==> config.mk <==
export PLATFORM = sky130hd
export DESIGN_NAME = rpc2_ctrl_reg_burst_logic_flat
export DESIGN_NICKNAME = d
export VERILOG_FILES = /design/src/rtl/rpc2_ctrl_reg_burst_logic_if.sv /design/src/rtl/rpc2_ctrl_reg_burst_logic.sv /design/src/flat_wrapper.sv
export SDC_FILE = /design/constraint.sdc
export NUM_CORES = 1
export LEC_CHECK = 0
export BUFFER_PORTS_ARGS = -buffer_cell sky130_fd_sc_hd__clkbuf_2
export CAP_MARGIN = 20
export CORE_MARGIN = 8
export CORE_UTILIZATION = 46
export CTS_CLUSTER_SIZE = 24
export DETAILED_ROUTE_END_ITERATION = 7
export PLACE_DENSITY_LB_ADDON = 0.15
export SYNTH_ARGS = -nofsm -noshare
export SYNTH_HDL_FRONTEND = slang
export SYNTH_SLANG_ARGS = --single-unit
==> constraint.sdc <==
create_clock -name clk -period 8.21 [get_ports clk]
set_clock_uncertainty 0.15 [all_clocks]
set_input_delay 0.4105 -clock clk [delete_from_list [all_inputs] [get_ports clk]]
set_output_delay 0.4105 -clock clk [all_outputs]
set_load 0.02 [all_outputs]
==> src/rtl/rpc2_ctrl_reg_burst_logic_if.sv <==
// Bundle of the axi2ip request/data/response channels and the register-file strobes
// between an AXI slave front end and the register burst engine.
interface rpc2_ctrl_reg_burst_logic_if #(
  parameter int DATA_WIDTH = 32,
  parameter int REG_ADDR_W = 5
);
  localparam int STRB_W = DATA_WIDTH / 8;

  logic                  axi2ip_valid;
  logic                  ip_ready;
  logic                  axi2ip_rw_n;
  logic [31:0]           axi2ip_address;
  logic [1:0]            axi2ip_burst;
  logic [2:0]            axi2ip_size;
  logic [7:0]            axi2ip_len;
  logic                  axi2ip_data_valid;
  logic                  ip_data_ready;
  logic [STRB_W-1:0]     axi2ip_strb;
  logic                  ip_data_valid;
  logic                  axi2ip_data_ready;
  logic [DATA_WIDTH-1:0] ip_data;
  logic                  ip_data_last;
  logic [STRB_W-1:0]     ip_strb;
  logic [1:0]            ip_rd_error;
  logic                  ip_wr_done;
  logic                  axi2ip_wr_resp_ready;
  logic [1:0]            ip_wr_error;
  logic                  reg_rd_en;
  logic [DATA_WIDTH-1:0] reg_rdata;
  logic [STRB_W-1:0]     reg_wr_en;
  logic [REG_ADDR_W-1:0] reg_addr;

  modport master (
    output axi2ip_valid, axi2ip_rw_n, axi2ip_address, axi2ip_burst, axi2ip_size, axi2ip_len,
           axi2ip_data_valid, axi2ip_strb, axi2ip_data_ready, axi2ip_wr_resp_ready, reg_rdata,
    input  ip_ready, ip_data_ready, ip_data_valid, ip_data, ip_data_last, ip_strb, ip_rd_error,
           ip_wr_done, ip_wr_error, reg_rd_en, reg_wr_en, reg_addr
  );

  modport slave (
    input  axi2ip_valid, axi2ip_rw_n, axi2ip_address, axi2ip_burst, axi2ip_size, axi2ip_len,
           axi2ip_data_valid, axi2ip_strb, axi2ip_data_ready, axi2ip_wr_resp_ready, reg_rdata,
    output ip_ready, ip_data_ready, ip_data_valid, ip_data, ip_data_last, ip_strb, ip_rd_error,
           ip_wr_done, ip_wr_error, reg_rd_en, reg_wr_en, reg_addr
  );
endinterface

==> src/rtl/rpc2_ctrl_reg_burst_logic.sv <==
// Register access engine: turns axi2ip FIXED/INCR/WRAP bursts into register strobes, with a
// credit-controlled read buffer that absorbs the register read latency under backpressure.
module rpc2_ctrl_reg_burst_logic #(
  parameter logic [31:0] C_AXI_REG_BASEADDR = 32'h0000_0000,
  parameter logic [31:0] C_AXI_REG_HIGHADDR = 32'h0000_004B,
  parameter int          DATA_WIDTH         = 32,
  parameter int          REG_ADDR_W         = 5,
  parameter int          RD_LATENCY         = 1
) (
  input logic clk,
  input logic reset_n,
  rpc2_ctrl_reg_burst_logic_if.slave bus
);
  localparam int STRB_W = DATA_WIDTH / 8;
  localparam int ALSB   = $clog2(STRB_W);
  localparam int DEPTH  = RD_LATENCY + 1;
  localparam int PTR_W  = $clog2(DEPTH);
  localparam int CNT_W  = 3;

  localparam logic [2:0] S_IDLE     = 3'd0;
  localparam logic [2:0] S_READ     = 3'd1;
  localparam logic [2:0] S_RD_DRAIN = 3'd2;
  localparam logic [2:0] S_WRITE    = 3'd3;
  localparam logic [2:0] S_WR_RESP  = 3'd4;

  localparam logic [1:0] RESP_OKAY   = 2'b00;
  localparam logic [1:0] RESP_SLVERR = 2'b10;
  localparam logic [1:0] RESP_DECERR = 2'b11;

  logic [2:0]            state_q, state_d;
  logic [7:0]            len_q, beat_q, ret_q;
  logic [1:0]            burst_q, err_q, req_err;
  logic [REG_ADDR_W-1:0] addr_q, addr_next, addr_inc, wrap_mask;
  logic [RD_LATENCY-1:0] pipe_q;
  logic [CNT_W-1:0]      infl_q, fifo_cnt_q;
  logic [PTR_W-1:0]      wptr_q, rptr_q;
  logic [DATA_WIDTH-1:0] mem_q [DEPTH];
  logic [31:0]           addr_off;

  logic accept, issue, rd_en, wr_hs, push, pop, credit_ok, last_beat, rd_valid, ok_burst;

  assign accept    = (state_q == S_IDLE) && bus.axi2ip_valid;
  assign rd_valid  = (fifo_cnt_q != '0);
  assign pop       = rd_valid && bus.axi2ip_data_ready;
  assign push      = pipe_q[RD_LATENCY-1];
  // A beat leaving the buffer this cycle frees its slot for a new read in the same cycle.
  assign credit_ok = (({1'b0, fifo_cnt_q} + {1'b0, infl_q} - {{CNT_W{1'b0}}, pop}) < 4'(DEPTH));
  assign issue     = (state_q == S_READ) && credit_ok;
  assign ok_burst  = (err_q == RESP_OKAY);
  assign rd_en     = issue && ok_burst;
  assign wr_hs     = (state_q == S_WRITE) && bus.axi2ip_data_valid;
  assign last_beat = (ret_q == len_q);
  assign addr_off  = bus.axi2ip_address - C_AXI_REG_BASEADDR;

  always_comb begin
    req_err = RESP_OKAY;
    if (addr_off > (C_AXI_REG_HIGHADDR - C_AXI_REG_BASEADDR)) begin
      req_err = RESP_DECERR;
    end else if ((bus.axi2ip_burst == 2'b11) || (bus.axi2ip_size != 3'(ALSB)) ||
                 ((bus.axi2ip_burst == 2'b10) &&
                  !(bus.axi2ip_len inside {8'd1, 8'd3, 8'd7, 8'd15}))) begin
      req_err = RESP_SLVERR;
    end
  end

  // WRAP lengths are 2^n-1, so len itself is the mask of the wrapping index bits.
  assign wrap_mask = REG_ADDR_W'(len_q);
  assign addr_inc  = addr_q + REG_ADDR_W'(1);
  always_comb begin
    case (burst_q)
      2'b01:   addr_next = addr_inc;
      2'b10:   addr_next = (addr_q & ~wrap_mask) | (addr_inc & wrap_mask);
      default: addr_next = addr_q;
    endcase
  end

  always_comb begin
    state_d = state_q;
    case (state_q)
      S_IDLE:     if (accept) state_d = bus.axi2ip_rw_n ? S_READ : S_WRITE;
      S_READ:     if (issue && (beat_q == len_q)) state_d = S_RD_DRAIN;
      S_RD_DRAIN: if (pop && last_beat) state_d = S_IDLE;
      S_WRITE:    if (wr_hs && (beat_q == len_q)) state_d = S_WR_RESP;
      S_WR_RESP:  if (bus.axi2ip_wr_resp_ready) state_d = S_IDLE;
      default:    state_d = S_IDLE;
    endcase
  end

  always_ff @(posedge clk or negedge reset_n) begin
    if (!reset_n) begin
      state_q <= S_IDLE;
      len_q   <= '0;
      burst_q <= '0;
      err_q   <= RESP_OKAY;
      addr_q  <= '0;
      beat_q  <= '0;
      ret_q   <= '0;
    end else begin
      state_q <= state_d;
      if (accept) begin
        len_q   <= bus.axi2ip_len;
        burst_q <= bus.axi2ip_burst;
        err_q   <= req_err;
        addr_q  <= bus.axi2ip_address[ALSB +: REG_ADDR_W];
        beat_q  <= '0;
        ret_q   <= '0;
      end else begin
        if (issue || wr_hs) beat_q <= beat_q + 8'd1;
        if (rd_en || wr_hs) addr_q <= addr_next;
        if (pop)            ret_q  <= ret_q + 8'd1;
      end
    end
  end

  // Error bursts still walk the latency pipe so their zero beats keep order and credit.
  always_ff @(posedge clk or negedge reset_n) begin
    if (!reset_n) begin
      pipe_q     <= '0;
      infl_q     <= '0;
      fifo_cnt_q <= '0;
      wptr_q     <= '0;
      rptr_q     <= '0;
    end else begin
      pipe_q <= RD_LATENCY'({pipe_q, issue});
      case ({issue, push})
        2'b10:   infl_q <= infl_q + CNT_W'(1);
        2'b01:   infl_q <= infl_q - CNT_W'(1);
        default: infl_q <= infl_q;
      endcase
      case ({push, pop})
        2'b10:   fifo_cnt_q <= fifo_cnt_q + CNT_W'(1);
        2'b01:   fifo_cnt_q <= fifo_cnt_q - CNT_W'(1);
        default: fifo_cnt_q <= fifo_cnt_q;
      endcase
      if (push) wptr_q <= (wptr_q == PTR_W'(DEPTH - 1)) ? '0 : wptr_q + PTR_W'(1);
      if (pop)  rptr_q <= (rptr_q == PTR_W'(DEPTH - 1)) ? '0 : rptr_q + PTR_W'(1);
    end
  end

  always_ff @(posedge clk) begin
    if (push) mem_q[wptr_q] <= ok_burst ? bus.reg_rdata : '0;
  end

  assign bus.ip_ready      = (state_q == S_IDLE);
  assign bus.ip_data_valid = rd_valid;
  assign bus.ip_data       = rd_valid ? mem_q[rptr_q] : '0;
  assign bus.ip_data_last  = rd_valid && last_beat;
  assign bus.ip_strb       = '1;
  assign bus.ip_rd_error   = rd_valid ? err_q : RESP_OKAY;
  assign bus.ip_data_ready = (state_q == S_WRITE);
  assign bus.ip_wr_done    = (state_q == S_WR_RESP);
  assign bus.ip_wr_error   = (state_q == S_WR_RESP) ? err_q : RESP_OKAY;
  assign bus.reg_rd_en     = rd_en;
  assign bus.reg_wr_en     = (wr_hs && ok_burst) ? bus.axi2ip_strb : '0;
  assign bus.reg_addr      = addr_q;
endmodule
==> src/flat_wrapper.sv <==
// flat-port wrapper written by rule: the top's interface ports become plain ports
module rpc2_ctrl_reg_burst_logic_flat 
#(
  parameter logic [31:0] C_AXI_REG_BASEADDR = 32'h0000_0000,
  parameter logic [31:0] C_AXI_REG_HIGHADDR = 32'h0000_004B,
  parameter int          DATA_WIDTH         = 32,
  parameter int          REG_ADDR_W         = 5,
  parameter int          RD_LATENCY         = 1
)
  (clk, reset_n, bus_axi2ip_valid, bus_axi2ip_rw_n, bus_axi2ip_address, bus_axi2ip_burst, bus_axi2ip_size, bus_axi2ip_len, bus_axi2ip_data_valid, bus_axi2ip_strb, bus_axi2ip_data_ready, bus_axi2ip_wr_resp_ready, bus_reg_rdata, bus_ip_ready, bus_ip_data_ready, bus_ip_data_valid, bus_ip_data, bus_ip_data_last, bus_ip_strb, bus_ip_rd_error, bus_ip_wr_done, bus_ip_wr_error, bus_reg_rd_en, bus_reg_wr_en, bus_reg_addr);
  rpc2_ctrl_reg_burst_logic_if #(.DATA_WIDTH(DATA_WIDTH), .REG_ADDR_W(REG_ADDR_W)) bus_i ();
  input logic clk;
  input logic reset_n;
  input wire logic [$bits(bus_i.axi2ip_valid)-1:0] bus_axi2ip_valid;
  input wire logic [$bits(bus_i.axi2ip_rw_n)-1:0] bus_axi2ip_rw_n;
  input wire logic [$bits(bus_i.axi2ip_address)-1:0] bus_axi2ip_address;
  input wire logic [$bits(bus_i.axi2ip_burst)-1:0] bus_axi2ip_burst;
  input wire logic [$bits(bus_i.axi2ip_size)-1:0] bus_axi2ip_size;
  input wire logic [$bits(bus_i.axi2ip_len)-1:0] bus_axi2ip_len;
  input wire logic [$bits(bus_i.axi2ip_data_valid)-1:0] bus_axi2ip_data_valid;
  input wire logic [$bits(bus_i.axi2ip_strb)-1:0] bus_axi2ip_strb;
  input wire logic [$bits(bus_i.axi2ip_data_ready)-1:0] bus_axi2ip_data_ready;
  input wire logic [$bits(bus_i.axi2ip_wr_resp_ready)-1:0] bus_axi2ip_wr_resp_ready;
  input wire logic [$bits(bus_i.reg_rdata)-1:0] bus_reg_rdata;
  output wire logic [$bits(bus_i.ip_ready)-1:0] bus_ip_ready;
  output wire logic [$bits(bus_i.ip_data_ready)-1:0] bus_ip_data_ready;
  output wire logic [$bits(bus_i.ip_data_valid)-1:0] bus_ip_data_valid;
  output wire logic [$bits(bus_i.ip_data)-1:0] bus_ip_data;
  output wire logic [$bits(bus_i.ip_data_last)-1:0] bus_ip_data_last;
  output wire logic [$bits(bus_i.ip_strb)-1:0] bus_ip_strb;
  output wire logic [$bits(bus_i.ip_rd_error)-1:0] bus_ip_rd_error;
  output wire logic [$bits(bus_i.ip_wr_done)-1:0] bus_ip_wr_done;
  output wire logic [$bits(bus_i.ip_wr_error)-1:0] bus_ip_wr_error;
  output wire logic [$bits(bus_i.reg_rd_en)-1:0] bus_reg_rd_en;
  output wire logic [$bits(bus_i.reg_wr_en)-1:0] bus_reg_wr_en;
  output wire logic [$bits(bus_i.reg_addr)-1:0] bus_reg_addr;
  assign bus_i.axi2ip_valid = bus_axi2ip_valid;
  assign bus_i.axi2ip_rw_n = bus_axi2ip_rw_n;
  assign bus_i.axi2ip_address = bus_axi2ip_address;
  assign bus_i.axi2ip_burst = bus_axi2ip_burst;
  assign bus_i.axi2ip_size = bus_axi2ip_size;
  assign bus_i.axi2ip_len = bus_axi2ip_len;
  assign bus_i.axi2ip_data_valid = bus_axi2ip_data_valid;
  assign bus_i.axi2ip_strb = bus_axi2ip_strb;
  assign bus_i.axi2ip_data_ready = bus_axi2ip_data_ready;
  assign bus_i.axi2ip_wr_resp_ready = bus_axi2ip_wr_resp_ready;
  assign bus_i.reg_rdata = bus_reg_rdata;
  assign bus_ip_ready = bus_i.ip_ready;
  assign bus_ip_data_ready = bus_i.ip_data_ready;
  assign bus_ip_data_valid = bus_i.ip_data_valid;
  assign bus_ip_data = bus_i.ip_data;
  assign bus_ip_data_last = bus_i.ip_data_last;
  assign bus_ip_strb = bus_i.ip_strb;
  assign bus_ip_rd_error = bus_i.ip_rd_error;
  assign bus_ip_wr_done = bus_i.ip_wr_done;
  assign bus_ip_wr_error = bus_i.ip_wr_error;
  assign bus_reg_rd_en = bus_i.reg_rd_en;
  assign bus_reg_wr_en = bus_i.reg_wr_en;
  assign bus_reg_addr = bus_i.reg_addr;
  rpc2_ctrl_reg_burst_logic #(.C_AXI_REG_BASEADDR(C_AXI_REG_BASEADDR), .C_AXI_REG_HIGHADDR(C_AXI_REG_HIGHADDR), .DATA_WIDTH(DATA_WIDTH), .REG_ADDR_W(REG_ADDR_W), .RD_LATENCY(RD_LATENCY)) u_core (.clk(clk), .reset_n(reset_n), .bus(bus_i));
endmodule
==> impl_metrics.yaml, run 1 <==
pwr:
  sw_frac_of_total_pct: 41.1
  p_clk_share_pct: 20.2
  vdd_drop_max_uv: 162
  total_power_mw: 2.16
  combPwrFrac_pct: 39.8
  seq_power_share_pct: 40.1
  p_sw_uw: 885
  p_per_area_mw_per_mm2: 334
  leakage_nw: 3.01
  internal_power_mw: 1.27
clocking:
  ctsHoldBuffers: 0
  cts_made_buffers: 9
  cts_buffer_depth: 2
  clock_latency_ps: 340
  post_cts_resized: 0
  cts.reportedPaths.clkPinSlew_ps: 80
  cts_num_sinks: 109
  htree_levels: 3
  post_cts.repair.setup_buffers: 0
  cts_root_buffer: "clkbuf_16"
  tritoncts: "built"
flow_run:
  maxCapViolCount: 0
global_routing:
  grt_pass1_wl_um: 19900
  grtUsageTotal_pct: 16.2
  grt_start_max_net_pins: 46
  antenna_found_initial: 0
  grt_pass1_vias: 4192
  grt_overflow: 0
place:
  dp_hpwl_um: 8710
  dp.cells: 741
  dpl_cell_area_mm2: 0.00617
  io_buffer_count: 136
  place_congestion: 0.847
logic_synthesis:
  yosysTopAreaCell: "edfxtp_1"
  synth_top_area_share_pct: 35.8
  synth-seq-area-share_pct: 56.7
  syn-cell-area_mm2: 0.00537
  yosys_warnings: 0
  synth-edff-count: 64
  yosys.cell_types.count: 46
  async_flop_share_pct: 41.3
  syn_avg_cell_area_um2: 11.2
  synthFlopType: "edfxtp_1"
  synth.area.top_cells: "edfxtp_1, dfrtp_1, mux2i_1"
  synth_cells: 478
  synth_seq_cells: 109
floorplan:
  io_pins: 143
  die_area_mm2: 0.0154
  fp.coreArea_mm2: 0.0114
  rows: 39
  start_util_pct: 47.1
  chipHeight_um: 124
  die_w_um: 124
final_layout:
  fillers: 1007
  layout.nets: 709
  areaGrowthSynthToFinish_pct: 20.3
  fin_area_mm2: 0.00646
  layoutNonFillerInstCount: 757
  drive_gt1_share_pct: 26.5
  antenna_cells: 0
critical_path:
  cp_max_fo: 11
  cp.arrival_ps: 3150
  cp-start-kind: "flip-flop"
  critPathMaxStageDelay_ps: 500
  crit_chain: "nor3_4 > inv_1 > and2_1 > nand2_1 > inv_1 > fa_1 > and4bb_1 > nand3_1 > mux2_4 > nor3_1 > clkbuf_2"
  cpLargestDelayFamily: "simple AND/OR/NAND/NOR gates"
  slowest_stage: "fa_1"
  critPathMostFrequentCell: "inv_1"
  end_kind: "primary output"
  critPathKind: "flip-flop to primary output"
  worstPathRequired_ps: 7650
  cp_num_buf_inv: 3
detailed_routing:
  wl_per_cell_um: 16.0
  ant_nets: 0
  vias: 3881
  drtIter0Drc: 127
  drt_wl_total_um: 12100
  drc_errors: 0
  drt-pass1-iter-count: 4
  viasPerCell: 5.13
timing:
  slew_headroom_pct: 33.3
  setup_viol: 0
  whs_ps: -6.51
  fin_tns_setup_ps: 0
  finalHoldViolations: 4
  drv_slew: 0
  max_freq_mhz: 270
  rsz0062_at_grt: "no"
  finalCriticalPeriod_ps: 3710
  post-route-period-util_pct: 45.2
  worstMarginPinSlew_ps: 1000
status:
  status: "finished with violations"
  violations: "hold timing"
min_path:
  holdCritPathClass: "input port to async pin"
layout by cell type (no fill, tap or decap), types with 2 or more instances in the layout:
cell type | netlist | final
a2111oi_0 | 3 | 3
a21oi_1 | 8 | 8
a31oi_1 | 5 | 5
and2_1 | 37 | 37
and3_1 | 10 | 10
buf_4 | 4 | 4
clkbuf_16 | 0 | 9
clkbuf_2 | 0 | 136
conb_1 | 1 | 4
dfrtp_1 | 45 | 44
edfxtp_1 | 64 | 64
fa_1 | 3 | 3
ha_1 | 9 | 9
inv_1 | 18 | 18
inv_6 | 1 | 3
inv_8 | 0 | 3
mux2i_1 | 36 | 36
nand2_1 | 46 | 46
nand2b_1 | 2 | 2
nand3_1 | 5 | 5
nand4_1 | 5 | 5
nor2_1 | 66 | 66
nor3_1 | 3 | 3
nor4_1 | 10 | 10
o2111ai_1 | 2 | 2
o211ai_1 | 3 | 3
o21ai_0 | 11 | 11
o31ai_1 | 5 | 5
or3_1 | 4 | 4
or4_1 | 4 | 4
xnor2_1 | 7 | 7
xor2_1 | 27 | 27
power by group through the flow:
stage	sequential (mW)	combinational, mW	clock (mW)
after detailed placement	0.875	0.871	0
after global placement	0.871	0.848	0
after global routing	0.886	0.966	0.465
after floorplan	0.809	0.663	0
final	0.864	0.858	0.435
after CTS	0.865	0.876	0.444
kinds of logic (layout without fill, tap and decap cells):
kind of cell | Yosys count | count (layout) | synth area share (%)
other cells | 1 | 4 | 0.0698
buf+inv | 42 | 175 | 3.73
xor+xnor | 34 | 34 | 5.54
mux | 37 | 37 | 6.98
fa+ha+maj | 12 | 12 | 3.21
flops | 109 | 109 | 56.7
simple gates | 200 | 200 | 18.3
compound gates | 43 | 43 | 5.43
worst reg2reg max path: stages, from the launching register on:
cell and delay [ps]:
dfrtp_1 460, nor3_4 220, inv_1 120, and2_1 320, nand2_1 160, inv_1 60, fa_1 500, and4bb_1 210
nand3_1 80, mux2_4 330, inv_6 110, a21oi_4 100, or4_1 530, a31oi_1 170
path summary, 6_finish.rpt:
path / from / end / slack (ps) / depth (start not counted)
max: u_core.fifo_cnt_q[0] / bus_reg_rd_en / 4500 / 11
min: reset_n / async pin / -7 / 2
min in group clk: bus_axi2ip_len[0] / u_core.len_q[0] / 120 / 3
min reg2reg: u_core.burst_q[1] / u_core.burst_q[1] / 350 / 2
max in group asynchronous: reset_n / u_core.rptr_q / 7490 / 2
max reg2reg: u_core.fifo_cnt_q[0] / flip-flop / 4630 / 13
layer usage:
metal  vias to the layer above  global-route usage [%]  routed length [um]
met4                         0                    4.16                 110
met1                      1856                    20.2                5090
met5                         -                       0                   0
met3                        10                    3.13                 584
li1                       1932                       -                   -
met2                        83                    28.4                6320
Yosys cell counts (2+ instances only):
master     number
xor2_1         27
ha_1            9
clkbuf_1       16
nor2_1         66
nor4_1         10
nand2_1        46
and2_1         37
nand3_1         5
o2111ai_1       2
o21ai_0        11
buf_4           4
mux2i_1        36
o211ai_1        3
a21oi_1         8
a31oi_1         5
and3_1         10
fa_1            3
a2111oi_0       3
buf_6           3
nand2b_1        2
inv_1          18
nand4_1         5
nor3_1          3
xnor2_1         7
or4_1           4
dfrtp_1        45
o31ai_1         5
or3_1           4
edfxtp_1       64
flip-flops by register name, summed over array words and instances, names as in the netlist, 2 cells and up, named ones only:
| signal | count |
|---|---|
| u_core.ret_q | 8 |
| u_core.err_q | 2 |
| u_core.infl_q | 3 |
| u_core.mem_q | 64 |
| u_core.burst_q | 2 |
| u_core.len_q | 8 |
| u_core.fifo_cnt_q | 3 |
| u_core.state_q | 3 |
| u_core.beat_q | 8 |
per-stage QoR:
step | utilization (%) | hold WS [ps] | setup WS, ps
finish | 56.6 | -6.51 | 4500
global route | 56.6 | 49.1 | 4210
CTS | 56.6 | 20.6 | 4450
detailed placement | 54.0 | 324 | 4640
global placement | 54.0 | 322 | 4680
floorplan | - | -35.1 | 4620
area by class of cell:
class                   count  area, um^2  share of cell area (%)
multi-input cells         330        2150                    33.3
clock buffers               9         225                    3.48
repair buffers            140         711                    11.0
flip-flops and latches    109        3050                    47.2
clock inverters             7        72.6                    1.12
inverters                  19        76.3                    1.18
well taps                 143         179                    2.77
(Power assumes the default switching activity.)
==> run 2: changes to the inputs <==
==> constraint.sdc (replaced) <==
create_clock -name clk -period 3 [get_ports clk]
set_clock_uncertainty 0.15 [all_clocks]
set_input_delay 0.15 -clock clk [delete_from_list [all_inputs] [get_ports clk]]
set_output_delay 0.15 -clock clk [all_outputs]
set_load 0.02 [all_outputs]
==> run 2 against run 1 <==
Compared with the run above:
- the flow finishes with violations (setup timing)
- via count up 8.2%
- utilization up 6.6 points
- final area up 12%
- sequential cell count unchanged
- combinational power rose to 3.2 times the previous value
- hold slack better by 25 ps
- critical path type is now flip-flop to flip-flop
==> impl_metrics.yaml, run 2 (same netlist as run 1, synthesis figures left out) <==
floorplan:
  fp.coreArea_mm2: 0.0114
  rows: 39
  start_util_pct: 47.1
  io_pins: 143
  chipHeight_um: 124
  die_w_um: 124
  die_area_mm2: 0.0154
clocking:
  cts_made_buffers: 9
  clock_latency_ps: 340
  cts_buffer_depth: 2
  cts_root_buffer: "clkbuf_16"
  htree_levels: 3
  tritoncts: "built"
  cts_num_sinks: 109
  cts.reportedPaths.clkPinSlew_ps: 80
timing:
  fin_tns_setup_ps: -223
  rsz0062_at_grt: "yes"
  finalWorstSetupSlack_ps: -67.8
  slew_headroom_pct: 35.3
  whs_ps: 18.8
  finalHoldViolations: 0
  finalCriticalPeriod_ps: 3070
  post-route-period-util_pct: 102
  worstMarginPinSlew_ps: 970
  drv_slew: 0
  max_freq_mhz: 326
  setup_viol: 7
pwr:
  p_per_area_mw_per_mm2: 873
  vdd_drop_max_uv: 484
  leakage_nw: 3.33
  total_power_mw: 6.30
critical_path:
  end_kind: "flip-flop"
  cp-start-kind: "flip-flop"
  critPathMostFrequentCell: "inv_2"
  worstPathRequired_ps: 3110
  critPathKind: "flip-flop to flip-flop"
  cp_max_fo: 5
  slowest_stage: "or4b_1"
  critPathMaxStageDelay_ps: 480
  cp.arrival_ps: 3180
  crit_chain: "nor3_4 > inv_2 > and2_4 > nand2_4 > inv_2 > fa_1 > and4bb_1 > nand3_1 > mux2_4 > inv_6 > a21oi_4 > or4b_1 > a31oi_1"
  r2r_cells: 13
final_layout:
  fin_area_mm2: 0.00722
  layout_commonest_cell: "clkbuf_2"
  largest_reg_flops: 64
  top_register: "u_core.mem_q"
  layout.nets: 778
  layoutNonFillerInstCount: 826
  mostFrequentLayoutCells: "clkbuf_2, nor2_1, edfxtp_1"
  fin_util_pct: 63.2
  antenna_cells: 0
  areaGrowthSynthToFinish_pct: 34.3
  drive_gt1_share_pct: 28.7
place:
  dp.cells: 752
  io_buffer_count: 136
  dpl_cell_area_mm2: 0.00629
  place_congestion: 0.842
  dp_hpwl_um: 9110
  place_ws_ps: -52.3
min_path:
  holdCritPathClass: "input port to flip-flop"
  hold_depth: 4
flow_run:
  maxCapViolCount: 0
detailed_routing:
  viasPerCell: 5.08
  vias: 4199
  wl_per_cell_um: 16.3
  drtIter0Drc: 223
  drt-pass1-iter-count: 6
  ant_nets: 0
  drc_errors: 0
  drt_wl_total_um: 13400
global_routing:
  grtUsageTotal_pct: 17.5
  grt_pass1_wl_um: 21400
  antenna_found_initial: 0
  grt_start_max_net_pins: 39
  grt_overflow: 0
  grt_pass1_vias: 4456
status:
  status: "finished with violations"
  violations: "setup timing"
[run 2: path summary, 6_finish.rpt]
kind	start	endpoint	slack, ps
setup / recovery	u_core.fifo_cnt_q[1]	flip-flop	-70
hold / removal	bus_axi2ip_data_valid	u_core.state_q[0]	20
setup reg to reg	u_core.fifo_cnt_q[1]	flip-flop	-70
hold reg to reg	u_core.burst_q[1]	u_core.burst_q[1]	360
max in group asynchronous	reset_n	u_core.infl_q[2]	1660
min in group asynchronous	reset_n	async pin	330
[run 2: power breakdown]
group          leakage, nW  switching (mW)  internal, mW  total (mW)
registers             1.15           0.343          1.94        2.29
clock network        0.154           0.572         0.669        1.24
logic                 2.03            1.62          1.15        2.77
total                 3.33            2.54          3.76        6.30
[run 2: final cells by class]
| class | count | area (um^2) |
|---|---|---|
| Timing Repair Buffer | 208 | 1360 |
| Fill cell | 959 | 4200 |
| Inverter | 19 | 76.3 |
| Multi-Input combinational cell | 331 | 2240 |
| Clock inverter | 7 | 90.1 |
| Sequential cell | 109 | 3050 |
| Clock buffer | 9 | 225 |
| Tap cell | 143 | 179 |
[run 2: worst max-delay path, delay by kind of cell (launching register included)]
kind	cells	cell delay, ps
muxes	1	340
DFF	1	410
AOI/OAI and AO/OA	2	240
adders and majority gates	1	470
buffers and inverters	3	180
and+or+nand+nor	6	1200
[run 2: layer usage]
metal | part of all wire, % | GRT usage (%)
met1 | 42 | 21.1
met2 | 53 | 32.0
met3 | 3.7 | 2.36
met4 | 1.1 | 4.91
met5 | 0 | 0
[run 2: repair_timing]
| item | 4_1_cts | 5_1_grt |
|---|---|---|
| hold buffers | 51 | 0 |
| hold endpoints to repair | 118 | 0 |
| buffers inserted | 4 | 2 |
| pin swaps | 5 | 3 |
| setup endpoints to repair | 8 | 13 |
| cloned | 1 | 0 |
| gates resized for setup | 4 | 8 |
==> run 3: changes to the inputs <==
==> constraint.sdc (replaced) <==
create_clock -name clk -period 3 [get_ports clk]
set_clock_uncertainty 0.15 [all_clocks]
set_input_delay 0.15 -clock clk [delete_from_list [all_inputs] [get_ports clk]]
set_output_delay 0.15 -clock clk [all_outputs]
set_load 0.005 [all_outputs]
==> run 3 against run 2 <==
Compared with the run above:
- the flow still finishes with violations (setup timing)
- sequential power up 3%
- clock power decreased by 11%
- fmax rose by 0.36%
==> impl_metrics.yaml, run 3 (same netlist as run 1, synthesis figures left out) <==
global_routing:
  antenna_found_initial: 0
  grt_start_max_net_pins: 37
  grt_pass1_vias: 4495
  grt_overflow: 0
  grt_pass1_wl_um: 21400
  grtUsageTotal_pct: 17.3
min_path:
  holdCritPathClass: "input port to flip-flop"
  hp-start: "bus_axi2ip_valid"
critical_path:
  worstPathRequired_ps: 3110
  r2r_cells: 13
  critPathKind: "flip-flop to flip-flop"
  rrSetupSlack_ps: -60
  r2r-start: "u_core.fifo_cnt_q[1]"
  end_kind: "flip-flop"
  cp.arrival_ps: 3160
  cp_max_fo: 10
  cp-start-kind: "flip-flop"
  crit_start: "u_core.fifo_cnt_q[1]"
detailed_routing:
  drtIter0Drc: 265
  dr_wl_met3_um: 545
  wl_per_cell_um: 16.4
  drt-pass1-iter-count: 4
  wl_met1_um: 5590
  top_layer: "met4"
  vias: 4285
  viasPerCell: 5.16
  met2WireLength_um: 7340
  drc_errors: 0
  ant_nets: 0
  drt_wl_total_um: 13600
status:
  violations: "setup timing"
  status: "finished with violations"
clocking:
  cts_num_sinks: 109
  cts_root_buffer: "clkbuf_16"
  clock_latency_ps: 330
  cts_buffer_depth: 2
  htree_levels: 3
  cts_made_buffers: 9
  tritoncts: "built"
  cts.reportedPaths.clkPinSlew_ps: 70
timing:
  finalCriticalPeriod_ps: 3060
  slew_headroom_pct: 48.4
  drv_slew: 0
  rsz0062_at_grt: "yes"
  finalHoldViolations: 0
  finalWorstSetupSlack_ps: -56.8
  max_freq_mhz: 327
  setup_viol: 7
  whs_ps: 35.0
  worstMarginPinSlew_ps: 774
  fin_tns_setup_ps: -231
  post-route-period-util_pct: 102
final_layout:
  top_register: "u_core.mem_q"
  layout.nets: 782
  largest_reg_flops: 64
  mostFrequentLayoutCells: "clkbuf_2, nor2_1, edfxtp_1"
  drive_gt1_share_pct: 29.3
  areaGrowthSynthToFinish_pct: 34.3
  layout_commonest_cell: "clkbuf_2"
  fin_util_pct: 63.2
  antenna_cells: 0
pwr:
  leakage_nw: 3.32
  p_per_area_mw_per_mm2: 815
  vdd_drop_max_uv: 407
  total_power_mw: 5.88
floorplan:
  rows: 39
  chipHeight_um: 124
  io_pins: 143
  die_w_um: 124
  die_area_mm2: 0.0154
  start_util_pct: 47.1
  fp.coreArea_mm2: 0.0114
place:
  dp_hpwl_um: 9180
  place_congestion: 0.876
  io_buffer_count: 136
  place_ws_ps: -44.9
flow_run:
  maxCapViolCount: 0
-- run 3: cell types whose count changed in the layout (fill, tap and decap cells not counted), sizes merged --
cell / previous run / this run
bufinv: 1 / 0
inv: 22 / 20
buf: 22 / 26
a21oi: 10 / 9
clkinvlp: 0 / 4
clkinv: 3 / 1
clkbuf: 144 / 146
-- run 3: what timing repair did --
action,CTS,global route
gates resized for setup,1,10
pin swaps,5,6
cloned,0,0
hold buffers,51,0
endpoints found under the hold margin,108,0
setup endpoints to repair,7,12
setup buffers,4,6
-- run 3: power breakdown --
part           total, mW  internal [mW]  switching, mW
logic               2.42           1.18           1.24
registers           2.35           1.94          0.410
clock network       1.10          0.569          0.534
total               5.88           3.69           2.19
-- run 3: how the worst min path moves through the flow --
stage,depth (start not counted),end,slack (ps)
floorplan,0,async pin,-300
global placement,1,async pin,80
detailed placement,1,async pin,90
CTS,4,u_core.state_q[1],30
global route,3,u_core.state_q[2],50
finish,4,u_core.state_q[1],30
-- run 3: per-stage QoR --
stage	cell area [um^2]	cells
2_1_floorplan	5440	481
3_3_place_gp	6290	753
3_5_place_dp	6290	753
4_1_cts	7120	824
5_1_grt	7220	830
6_report	7220	830
-- run 3: per-layer routing --
| metal | GRT usage (%) | vias up |
|---|---|---|
| met5 | 0 | - |
| met4 | 3.94 | 0 |
| met3 | 2.63 | 14 |
| met2 | 31.8 | 93 |
| met1 | 20.9 | 2106 |
| li1 | - | 2072 |
-- run 3: critical path: stages (launching register included) --
cell	delay [ps]
dfrtp_1	410
nor3_4	240
inv_2	50
and2_4	150
nand2_4	60
inv_2	30
fa_1	470
and4bb_1	210
nand3b_1	90
mux2_4	320
inv_6	90
a21oi_4	80
or4b_1	480
a31oi_1	150
-- run 3: layout make-up --
cell class / count / area [um^2]
multi-input combinational: 330 / 2240
sequential: 109 / 3050
fill: 939 / 4200
clock inverter: 6 / 47.5
clock buffer: 10 / 229
tap: 143 / 179
timing repair buffer: 213 / 1390
inverter: 19 / 76.3
